--- src/rtl/apb_uart_sequencer_if.sv ---
`default_nettype none
// ============================================================================
// Module   : apb_uart_sequencer_if
// Purpose  : Bundles the APB master request/response signals and the two
//            AXI-Stream byte channels used by apb_uart_sequencer.
// Modports : master - the sequencer (drives the APB request, TX tready,
//                     RX tdata/tvalid)
//            slave  - the environment (APB completer, stream source/sink)
// Revision : 1.0 - initial release
// ============================================================================
interface apb_uart_sequencer_if #(
    parameter int APB_ADDR_WIDTH = 32,
    parameter int APB_DATA_WIDTH = 32
);
    // APB request / completer response
    logic [APB_ADDR_WIDTH-1:0] paddr_o;
    logic                      psel_o;
    logic                      penable_o;
    logic                      pwrite_o;
    logic [APB_DATA_WIDTH-1:0] pwdata_o;
    logic [APB_DATA_WIDTH-1:0] prdata_i;
    logic                      pready_i;
    logic                      pslverr_i;
    // Bytes to transmit
    logic [7:0]                s_axis_tdata_i;
    logic                      s_axis_tvalid_i;
    logic                      s_axis_tready_o;
    // Received bytes
    logic [7:0]                m_axis_tdata_o;
    logic                      m_axis_tvalid_o;
    logic                      m_axis_tready_i;

    modport master (
        output paddr_o, psel_o, penable_o, pwrite_o, pwdata_o,
        input  prdata_i, pready_i, pslverr_i,
        input  s_axis_tdata_i, s_axis_tvalid_i,
        output s_axis_tready_o,
        output m_axis_tdata_o, m_axis_tvalid_o,
        input  m_axis_tready_i
    );

    modport slave (
        input  paddr_o, psel_o, penable_o, pwrite_o, pwdata_o,
        output prdata_i, pready_i, pslverr_i,
        output s_axis_tdata_i, s_axis_tvalid_i,
        input  s_axis_tready_o,
        input  m_axis_tdata_o, m_axis_tvalid_o,
        output m_axis_tready_i
    );
endinterface
`default_nettype wire

--- src/rtl/apb_uart_sequencer.sv ---
`default_nettype none
// ============================================================================
// Module   : apb_uart_sequencer
// Purpose  : Autonomous APB master for the UART peripheral. Programs the
//            divider and control registers, then polls status and moves
//            bytes between the AXI-Stream channels and the UART data
//            registers, alternating round-robin when both directions have
//            work.
// Ports    : clk_i, rst_i          - clock, asynchronous active-high reset
//            cfg_start_i           - pulse: reprogram with current cfg inputs
//            clk_divider_i         - divider value (zero-extended on write)
//            parity_odd_i/even_i   - control bits 3 / 2
//            bus (master modport)  - APB request/response + AXI-Stream TX/RX
//            cfg_done_o            - configuration complete
//            parity_err_o          - status bit 4 from the last poll
//            apb_err_o             - sticky pslverr flag
// Revision : 1.0 - initial release
// ============================================================================
module apb_uart_sequencer #(
    parameter int                        APB_ADDR_WIDTH = 32,
    parameter int                        APB_DATA_WIDTH = 32,
    parameter logic [APB_ADDR_WIDTH-1:0] CTRL_ADDR      = 'h0,
    parameter logic [APB_ADDR_WIDTH-1:0] CLKDIV_ADDR    = 'h4,
    parameter logic [APB_ADDR_WIDTH-1:0] TX_ADDR        = 'h8,
    parameter logic [APB_ADDR_WIDTH-1:0] STATUS_ADDR    = 'hC,
    parameter logic [APB_ADDR_WIDTH-1:0] RX_ADDR        = 'h10,
    parameter int                        POLL_GAP       = 4
) (
    input  logic                clk_i,
    input  logic                rst_i,
    input  logic                cfg_start_i,
    input  logic [15:0]         clk_divider_i,
    input  logic                parity_odd_i,
    input  logic                parity_even_i,
    apb_uart_sequencer_if.master bus,
    output logic                cfg_done_o,
    output logic                parity_err_o,
    output logic                apb_err_o
);

    typedef enum logic [2:0] {
        S_CFG_DIV = 3'd0,
        S_CFG_RST = 3'd1,
        S_CFG_REL = 3'd2,
        S_POLL    = 3'd3,
        S_RD_RX   = 3'd4,
        S_WR_TX   = 3'd5,
        S_GAP     = 3'd6
    } state_t;

    state_t                    r_state;
    logic                      r_psel, r_penable, r_pwrite;
    logic [APB_ADDR_WIDTH-1:0] r_paddr;
    logic [APB_DATA_WIDTH-1:0] r_pwdata;
    logic [7:0]                r_m_tdata;
    logic                      r_m_tvalid;
    logic                      r_prio_tx;   // 1: TX wins the next tie
    logic                      r_pending;   // reconfigure requested
    logic [15:0]               r_gap_cnt;
    logic                      r_cfg_done, r_parity_err, r_apb_err;

    logic                      w_done, w_rx_empty, w_tx_full, w_parity;
    logic                      w_rx_ok, w_tx_ok, w_gap_end, w_start, w_launch;
    logic                      w_take_cfg, w_tx_sel;
    state_t                    w_after, w_next;
    logic [APB_ADDR_WIDTH-1:0] w_ld_addr;
    logic                      w_ld_write;
    logic [APB_DATA_WIDTH-1:0] w_ld_wdata, w_ctrl;
    logic                      w_unused;

    always_comb begin
        w_done     = r_psel & r_penable & bus.pready_i;
        // An errored poll looks like "RX empty, TX not full, no parity error"
        w_rx_empty = bus.pslverr_i | bus.prdata_i[0];
        w_tx_full  = ~bus.pslverr_i & bus.prdata_i[3];
        w_parity   = ~bus.pslverr_i & bus.prdata_i[4];
        w_rx_ok    = ~w_rx_empty & ~r_m_tvalid;
        w_tx_ok    = ~w_tx_full & bus.s_axis_tvalid_i;
        w_gap_end  = (r_state == S_GAP) && (r_gap_cnt == 16'd1);
        // First cycle out of reset: nothing in flight, launch current state
        w_start    = ~r_psel && (r_state != S_GAP);
        w_launch   = w_done | w_gap_end | w_start;

        case (r_state)
            S_CFG_DIV: w_after = S_CFG_RST;
            S_CFG_RST: w_after = S_CFG_REL;
            S_CFG_REL: w_after = S_POLL;
            S_POLL: begin
                if (bus.pslverr_i)          w_after = S_GAP;
                else if (w_rx_ok && w_tx_ok) w_after = r_prio_tx ? S_WR_TX : S_RD_RX;
                else if (w_rx_ok)           w_after = S_RD_RX;
                else if (w_tx_ok)           w_after = S_WR_TX;
                else                        w_after = S_GAP;
            end
            default:   w_after = S_POLL;
        endcase
        if (w_start) w_after = r_state;

        // Reconfiguration only interrupts at a transaction boundary
        w_take_cfg = w_launch && !w_start && r_pending &&
                     ((w_after == S_POLL) || (w_after == S_GAP));

        w_next = w_after;
        if (w_take_cfg)
            w_next = S_CFG_DIV;
        else if ((w_next == S_GAP) && (POLL_GAP == 0))
            w_next = S_POLL;

        w_tx_sel = w_done && (r_state == S_POLL) && (w_next == S_WR_TX);

        w_ctrl     = '0;
        w_ctrl[3]  = parity_odd_i;
        w_ctrl[2]  = parity_even_i;
        w_ld_addr  = STATUS_ADDR;
        w_ld_write = 1'b0;
        w_ld_wdata = r_pwdata;
        case (w_next)
            S_CFG_DIV: begin
                w_ld_addr        = CLKDIV_ADDR;
                w_ld_write       = 1'b1;
                w_ld_wdata       = '0;
                w_ld_wdata[15:0] = clk_divider_i;
            end
            S_CFG_RST: begin
                w_ld_addr       = CTRL_ADDR;
                w_ld_write      = 1'b1;
                w_ld_wdata      = w_ctrl;
                w_ld_wdata[1:0] = 2'b11;
            end
            S_CFG_REL: begin
                w_ld_addr  = CTRL_ADDR;
                w_ld_write = 1'b1;
                w_ld_wdata = w_ctrl;
            end
            S_RD_RX: w_ld_addr = RX_ADDR;
            S_WR_TX: begin
                w_ld_addr       = TX_ADDR;
                w_ld_write      = 1'b1;
                w_ld_wdata      = '0;
                w_ld_wdata[7:0] = bus.s_axis_tdata_i;
            end
            default: w_ld_addr = STATUS_ADDR;
        endcase
    end

    always_ff @(posedge clk_i or posedge rst_i) begin
        if (rst_i) begin
            r_state      <= S_CFG_DIV;
            r_psel       <= 1'b0;
            r_penable    <= 1'b0;
            r_pwrite     <= 1'b0;
            r_paddr      <= '0;
            r_pwdata     <= '0;
            r_m_tdata    <= '0;
            r_m_tvalid   <= 1'b0;
            r_prio_tx    <= 1'b0;
            r_pending    <= 1'b0;
            r_gap_cnt    <= '0;
            r_cfg_done   <= 1'b0;
            r_parity_err <= 1'b0;
            r_apb_err    <= 1'b0;
        end else begin
            r_pending <= (r_pending & ~w_take_cfg) | cfg_start_i;

            if (w_done && bus.pslverr_i)
                r_apb_err <= 1'b1;

            if (r_m_tvalid && bus.m_axis_tready_i)
                r_m_tvalid <= 1'b0;
            if (w_done && (r_state == S_RD_RX) && !bus.pslverr_i) begin
                r_m_tdata  <= bus.prdata_i[7:0];
                r_m_tvalid <= 1'b1;
            end

            if (w_done && (r_state == S_POLL)) begin
                r_parity_err <= w_parity;
                if (w_next == S_RD_RX) r_prio_tx <= 1'b1;
                if (w_next == S_WR_TX) r_prio_tx <= 1'b0;
            end

            if (w_done && (r_state == S_CFG_REL))
                r_cfg_done <= 1'b1;
            if (w_take_cfg)
                r_cfg_done <= 1'b0;

            if (r_state == S_GAP && !w_gap_end)
                r_gap_cnt <= r_gap_cnt - 16'd1;

            if (r_psel && !r_penable) begin
                r_penable <= 1'b1;
            end else if (w_launch) begin
                r_state <= w_next;
                if (w_next == S_GAP) begin
                    r_psel    <= 1'b0;
                    r_penable <= 1'b0;
                    r_gap_cnt <= 16'(POLL_GAP);
                end else begin
                    r_psel    <= 1'b1;
                    r_penable <= 1'b0;
                    r_paddr   <= w_ld_addr;
                    r_pwrite  <= w_ld_write;
                    r_pwdata  <= w_ld_wdata;
                end
            end
        end
    end

    assign bus.paddr_o         = r_paddr;
    assign bus.psel_o          = r_psel;
    assign bus.penable_o       = r_penable;
    assign bus.pwrite_o        = r_pwrite;
    assign bus.pwdata_o        = r_pwdata;
    // Combinational so the byte is accepted in the very cycle the poll
    // completes and is registered into pwdata at the following edge.
    assign bus.s_axis_tready_o = w_tx_sel;
    assign bus.m_axis_tdata_o  = r_m_tdata;
    assign bus.m_axis_tvalid_o = r_m_tvalid;
    assign cfg_done_o          = r_cfg_done;
    assign parity_err_o        = r_parity_err;
    assign apb_err_o           = r_apb_err;

    assign w_unused = ^bus.prdata_i[APB_DATA_WIDTH-1:8];

endmodule
`default_nettype wire

--- src/flat_wrapper.sv ---
// flat-port wrapper written by rule: the top's interface ports become plain ports
module apb_uart_sequencer_flat 
#(
    parameter int                        APB_ADDR_WIDTH = 32,
    parameter int                        APB_DATA_WIDTH = 32,
    parameter logic [APB_ADDR_WIDTH-1:0] CTRL_ADDR      = 'h0,
    parameter logic [APB_ADDR_WIDTH-1:0] CLKDIV_ADDR    = 'h4,
    parameter logic [APB_ADDR_WIDTH-1:0] TX_ADDR        = 'h8,
    parameter logic [APB_ADDR_WIDTH-1:0] STATUS_ADDR    = 'hC,
    parameter logic [APB_ADDR_WIDTH-1:0] RX_ADDR        = 'h10,
    parameter int                        POLL_GAP       = 4
)
  (clk_i, rst_i, cfg_start_i, clk_divider_i, parity_odd_i, parity_even_i, cfg_done_o, parity_err_o, apb_err_o, bus_paddr_o, bus_psel_o, bus_penable_o, bus_pwrite_o, bus_pwdata_o, bus_prdata_i, bus_pready_i, bus_pslverr_i, bus_s_axis_tdata_i, bus_s_axis_tvalid_i, bus_s_axis_tready_o, bus_m_axis_tdata_o, bus_m_axis_tvalid_o, bus_m_axis_tready_i);
  apb_uart_sequencer_if #(.APB_ADDR_WIDTH(APB_ADDR_WIDTH), .APB_DATA_WIDTH(APB_DATA_WIDTH)) bus_i ();
  input  logic clk_i;
  input  logic rst_i;
  input  logic cfg_start_i;
  input  logic [15:0] clk_divider_i;
  input  logic parity_odd_i;
  input  logic parity_even_i;
  output logic cfg_done_o;
  output logic parity_err_o;
  output logic apb_err_o;
  output wire logic [$bits(bus_i.paddr_o)-1:0] bus_paddr_o;
  output wire logic [$bits(bus_i.psel_o)-1:0] bus_psel_o;
  output wire logic [$bits(bus_i.penable_o)-1:0] bus_penable_o;
  output wire logic [$bits(bus_i.pwrite_o)-1:0] bus_pwrite_o;
  output wire logic [$bits(bus_i.pwdata_o)-1:0] bus_pwdata_o;
  input wire logic [$bits(bus_i.prdata_i)-1:0] bus_prdata_i;
  input wire logic [$bits(bus_i.pready_i)-1:0] bus_pready_i;
  input wire logic [$bits(bus_i.pslverr_i)-1:0] bus_pslverr_i;
  input wire logic [$bits(bus_i.s_axis_tdata_i)-1:0] bus_s_axis_tdata_i;
  input wire logic [$bits(bus_i.s_axis_tvalid_i)-1:0] bus_s_axis_tvalid_i;
  output wire logic [$bits(bus_i.s_axis_tready_o)-1:0] bus_s_axis_tready_o;
  output wire logic [$bits(bus_i.m_axis_tdata_o)-1:0] bus_m_axis_tdata_o;
  output wire logic [$bits(bus_i.m_axis_tvalid_o)-1:0] bus_m_axis_tvalid_o;
  input wire logic [$bits(bus_i.m_axis_tready_i)-1:0] bus_m_axis_tready_i;
  assign bus_paddr_o = bus_i.paddr_o;
  assign bus_psel_o = bus_i.psel_o;
  assign bus_penable_o = bus_i.penable_o;
  assign bus_pwrite_o = bus_i.pwrite_o;
  assign bus_pwdata_o = bus_i.pwdata_o;
  assign bus_i.prdata_i = bus_prdata_i;
  assign bus_i.pready_i = bus_pready_i;
  assign bus_i.pslverr_i = bus_pslverr_i;
  assign bus_i.s_axis_tdata_i = bus_s_axis_tdata_i;
  assign bus_i.s_axis_tvalid_i = bus_s_axis_tvalid_i;
  assign bus_s_axis_tready_o = bus_i.s_axis_tready_o;
  assign bus_m_axis_tdata_o = bus_i.m_axis_tdata_o;
  assign bus_m_axis_tvalid_o = bus_i.m_axis_tvalid_o;
  assign bus_i.m_axis_tready_i = bus_m_axis_tready_i;
  apb_uart_sequencer #(.APB_ADDR_WIDTH(APB_ADDR_WIDTH), .APB_DATA_WIDTH(APB_DATA_WIDTH), .CTRL_ADDR(CTRL_ADDR), .CLKDIV_ADDR(CLKDIV_ADDR), .TX_ADDR(TX_ADDR), .STATUS_ADDR(STATUS_ADDR), .RX_ADDR(RX_ADDR), .POLL_GAP(POLL_GAP)) u_core (.clk_i(clk_i), .rst_i(rst_i), .cfg_start_i(cfg_start_i), .clk_divider_i(clk_divider_i), .parity_odd_i(parity_odd_i), .parity_even_i(parity_even_i), .bus(bus_i), .cfg_done_o(cfg_done_o), .parity_err_o(parity_err_o), .apb_err_o(apb_err_o));
endmodule
--- config.mk ---
export PLATFORM = sky130hd
export DESIGN_NAME = apb_uart_sequencer_flat
export DESIGN_NICKNAME = d
export VERILOG_FILES = /design/src/rtl/apb_uart_sequencer_if.sv /design/src/rtl/apb_uart_sequencer.sv /design/src/flat_wrapper.sv
export SDC_FILE = /design/constraint.sdc
export NUM_CORES = 1
export LEC_CHECK = 0
export ABC_AREA = 1
export CAP_MARGIN = 0
export CORE_ASPECT_RATIO = 1.5
export CORE_MARGIN = 3
export CORE_UTILIZATION = 35
export CTS_BUF_LIST = sky130_fd_sc_hd__clkbuf_2 sky130_fd_sc_hd__clkbuf_4 sky130_fd_sc_hd__clkbuf_8
export DETAILED_ROUTE_END_ITERATION = 12
export DONT_BUFFER_PORTS = 1
export PLACE_DENSITY_LB_ADDON = 0.1
export SKIP_CTS_REPAIR_TIMING = 1
export SYNTH_ARGS = -nofsm -noshare
export SYNTH_HDL_FRONTEND = slang
export SYNTH_SLANG_ARGS = --single-unit
export TNS_END_PERCENT = 50
--- constraint.sdc ---
create_clock -name clk_i -period 2.1 [get_ports clk_i]
set_input_delay 0.42 -clock clk_i [delete_from_list [all_inputs] [get_ports clk_i]]
set_output_delay 0.42 -clock clk_i [all_outputs]
set_load 0.05 [all_outputs]
==> results.md, run 1 <==
* Global-route met2 utilization at 22.6%
* Die area at 10600 sq um
* Most Used Layer, Global Route: met2
* Global-route wire length before repair at 11900 microns
* DRC at 0
* Startpoint Class: register
* Hold crit path type: in2async
* Complex-gate fraction of the synthesized area at 8.26%
* RSZ-0062 raised after global routing: true
* Ys Warns at 0
* Post-synthesis sequential area ratio at a little over two fifths
* Post-synthesis adder-cell area fraction at 0.765%
* MaxCap Viol Count at 0
* Area growth syn-to-layout at 14.6%
* Clk_skew at 10.4 ps
* Initial core utilization at a little over a third
* FMAX at 467 MHz
* Final period util at 102%
* Post-Route WL at 7360 microns
* Antenna violations before repair at 0
* Max clock buf depth at 2
* Multi-input gate area in the final layout at roughly 1600 sq um
* Post-synth EDFFs at 0
* WS Path Type: reg2out
* Most common cell after layout, fill and taps aside: nand2_1
* Final Hold Fails at 0
* Synthesized area per cell at just over 8 sq um
* Pleak at 1.85 nW
* Mapped cell area at 3270 sq um
* CP Capture Type: output port
* Max-slew headroom at between 60 and 70%
* PD cells at between 1500 and 2000 nW/um^2
* GR Overflow Total at 0
* Worst EP required at ~1700 ps
* Placement Rows at 42
* Setup ws final at -39.2 ps
* Fill count at 907
* Clock Latency Late Sink at 320 ps
* I/O pin cnt at 145
* Port Buffers at 0
* Ys async rst share at 100%
* Max IR drop VDD at 0.000794 V
* Core ar. at roughly 9000 sq um
* GRT met1 Usage at 16.9%
* Reg area at around 1400 sq um
* First-pass DRT Iterations at 4
* Util after Layout at 41.7%
* Largest net degree at the start of global routing at 56
* Met3 Use GR at 3.51%
* Die width at 85.0 microns
* Main combinational cell family by area after synthesis: simple AND/OR/NAND/NOR gates
* Starting DRT DRC Count at between 90 and 100
* # diodes at 0
* Wirelength per Cell at 13.2 microns
* Clk slew on worst S/H paths at 110 ps
* Total GRT Usage at between 10% and 20%
* Fin crit period at 2140 ps
* Via count at 2552
* Fin. max-slew vios at 0
* Vias per std cell at roughly 4.6
* Simple-Gate Fraction of Synth Area at between 20 and 30%
* Setup_tns at -39.2 ps
* Final antenna-violating net count at 0
* XOR/XNOR share of the synthesized area at 1.87%
* Failing checks: negative setup slack
* Worst Path Arrival at 1720 ps
* CTS buffer count at 5
* Prevailing post-synth register cell: dfrtp_1
* Status: complete, but fails checks
* Post-synthesis mux area share at 1.72%
* Worst-margin pin slew at 518 ps
* Final setup vio count at 1
* Final Wtd Congestion at 0.796
* Final-stage net count at 514
* Most frequent cells in the layout: 104 x nand2_1, 52 x dfrtp_1, 45 x conb_1, 36 x buf_4, 32 x nor2_1
* Worst hold slack at around 9.5 ps
* Hpwl dp at 5470 microns
* Sink Count at 55
* Yosys cell types at 42
* Layout cell share with drive strength beyond 1 at 25.0%
* Synthesized flop and latch total at 55
* Syn Inst Count at 405
* Vias in the first global route at around 2.5k
* Die H at 124 microns
* Maximum fanout along the worst path at 5
* Total power at just under 7 mW
* Clk root buf: clkbuf_8
* CTS tree: yes
* H-tree level count at 2
## cell type report
cell class	count	share of cell area (%)
multi-input cells	307	43.0
flip-flops and latches	55	36.8
repair buffers	40	9.34
inverters	38	4.10
well taps	110	3.67
clock buffers	5	1.84
clock inverters	3	1.27
## power breakdown
group	switching, mW	internal (mW)	total, mW
clock network	0.386	0.362	0.748
logic	1.99	1.28	3.27
registers	1.21	1.50	2.71
total	3.59	3.14	6.73
## final timing paths
path	start	to	slack, ps	cells past startpoint
min in group clk_i	bus_pslverr_i	u_core.parity_err_o	180	1
max in group asynchronous	rst_i	u_core.bus.psel_o	1790	2
hold / removal	rst_i	u_core.bus.pwdata_o[12]	10	2
hold reg to reg	u_core.r_prio_tx	u_core.r_prio_tx	540	2
setup reg to reg	u_core.r_state[2]	u_core.bus.pwdata_o[14]	90	16
setup / recovery	u_core.r_state[1]	bus_s_axis_tready_o	-40	9
## registers in the layout (all words and copies together) (netlist names)
register and flops:
u_core.bus.penable_o 1, u_core.apb_err_o 1, u_core.r_state 3, u_core.r_pending 1, u_core.cfg_done_o 1, u_core.bus.m_axis_tdata_o 8
u_core.bus.paddr_o 3, u_core.bus.pwdata_o 16, u_core.parity_err_o 1, u_core.r_prio_tx 1, u_core.r_gap_cnt 16, u_core.bus.m_axis_tvalid_o 1
u_core.bus.psel_o 1, u_core.bus.pwrite_o 1
## per-layer routing
metal  part of all wire (%)  vias up  wire (microns)
li1                       -     1292               -
met1                     41     1170            3050
met2                     51       84            3720
met3                    6.7        6             493
met4                    1.3        0              97
met5                      0        -               0
## per-stage QoR
stage	worst slack [ps]	area [sq um]	cells
5_1_grt	-123	3750	558
3_5_place_dp	60.5	3450	536
2_1_floorplan	43.9	3450	449
4_1_cts	-270	3560	544
6_report	-39.2	3750	558
3_3_place_gp	93.1	3450	536
## worst max-delay path, stage by stage, from the launching register on
cell and delay, ps:
dfrtp_2 420, inv_4 60, nor2_4 180, nand2_2 90, nand3_2 110, nand2_4 80, inv_2 90, nand3_4 90
nor2_4 130, buf_12 140
## cells in the mapped netlist, drive strengths merged, types with 2 or more instances
master	n	share of area, %
o21ai	22	3.8
nand3	25	4.7
clkinv	2	0.31
xor2	3	0.80
nand4	8	1.9
a31oi	3	0.57
buf	48	11
nor3	7	1.4
inv	36	4.1
dfrtp	55	42
or2	3	0.57
nand2	116	15
a21oi	10	1.9
ha	2	0.76
nor3b	2	0.46
nor2	42	5.5
xnor2	4	1.1
o211ai	3	0.84
a211oi	2	0.46
mux2	5	1.7
## cells by family (layout without fill, tap and decap cells)
| family | count (synthesis) | count (layout) |
|---|---|---|
| buffers and inverters | 87 | 86 |
| xor gates and xnor gates | 7 | 7 |
| adders and majority gates | 2 | 2 |
| DFF | 55 | 55 |
| and+or+nand+nor | 205 | 205 |
| AOI/OAI and AO/OA | 43 | 43 |
| muxes | 5 | 5 |
| other | 1 | 45 |
(Power assumes the default switching activity.)
==> run 2, diff against run 1 <==
Settings changed: CTS_CLUSTER_DIAMETER from default to 30.
==> results of run 2 <==
No change in the layout: final DEF, timing and power equal those of run 1.
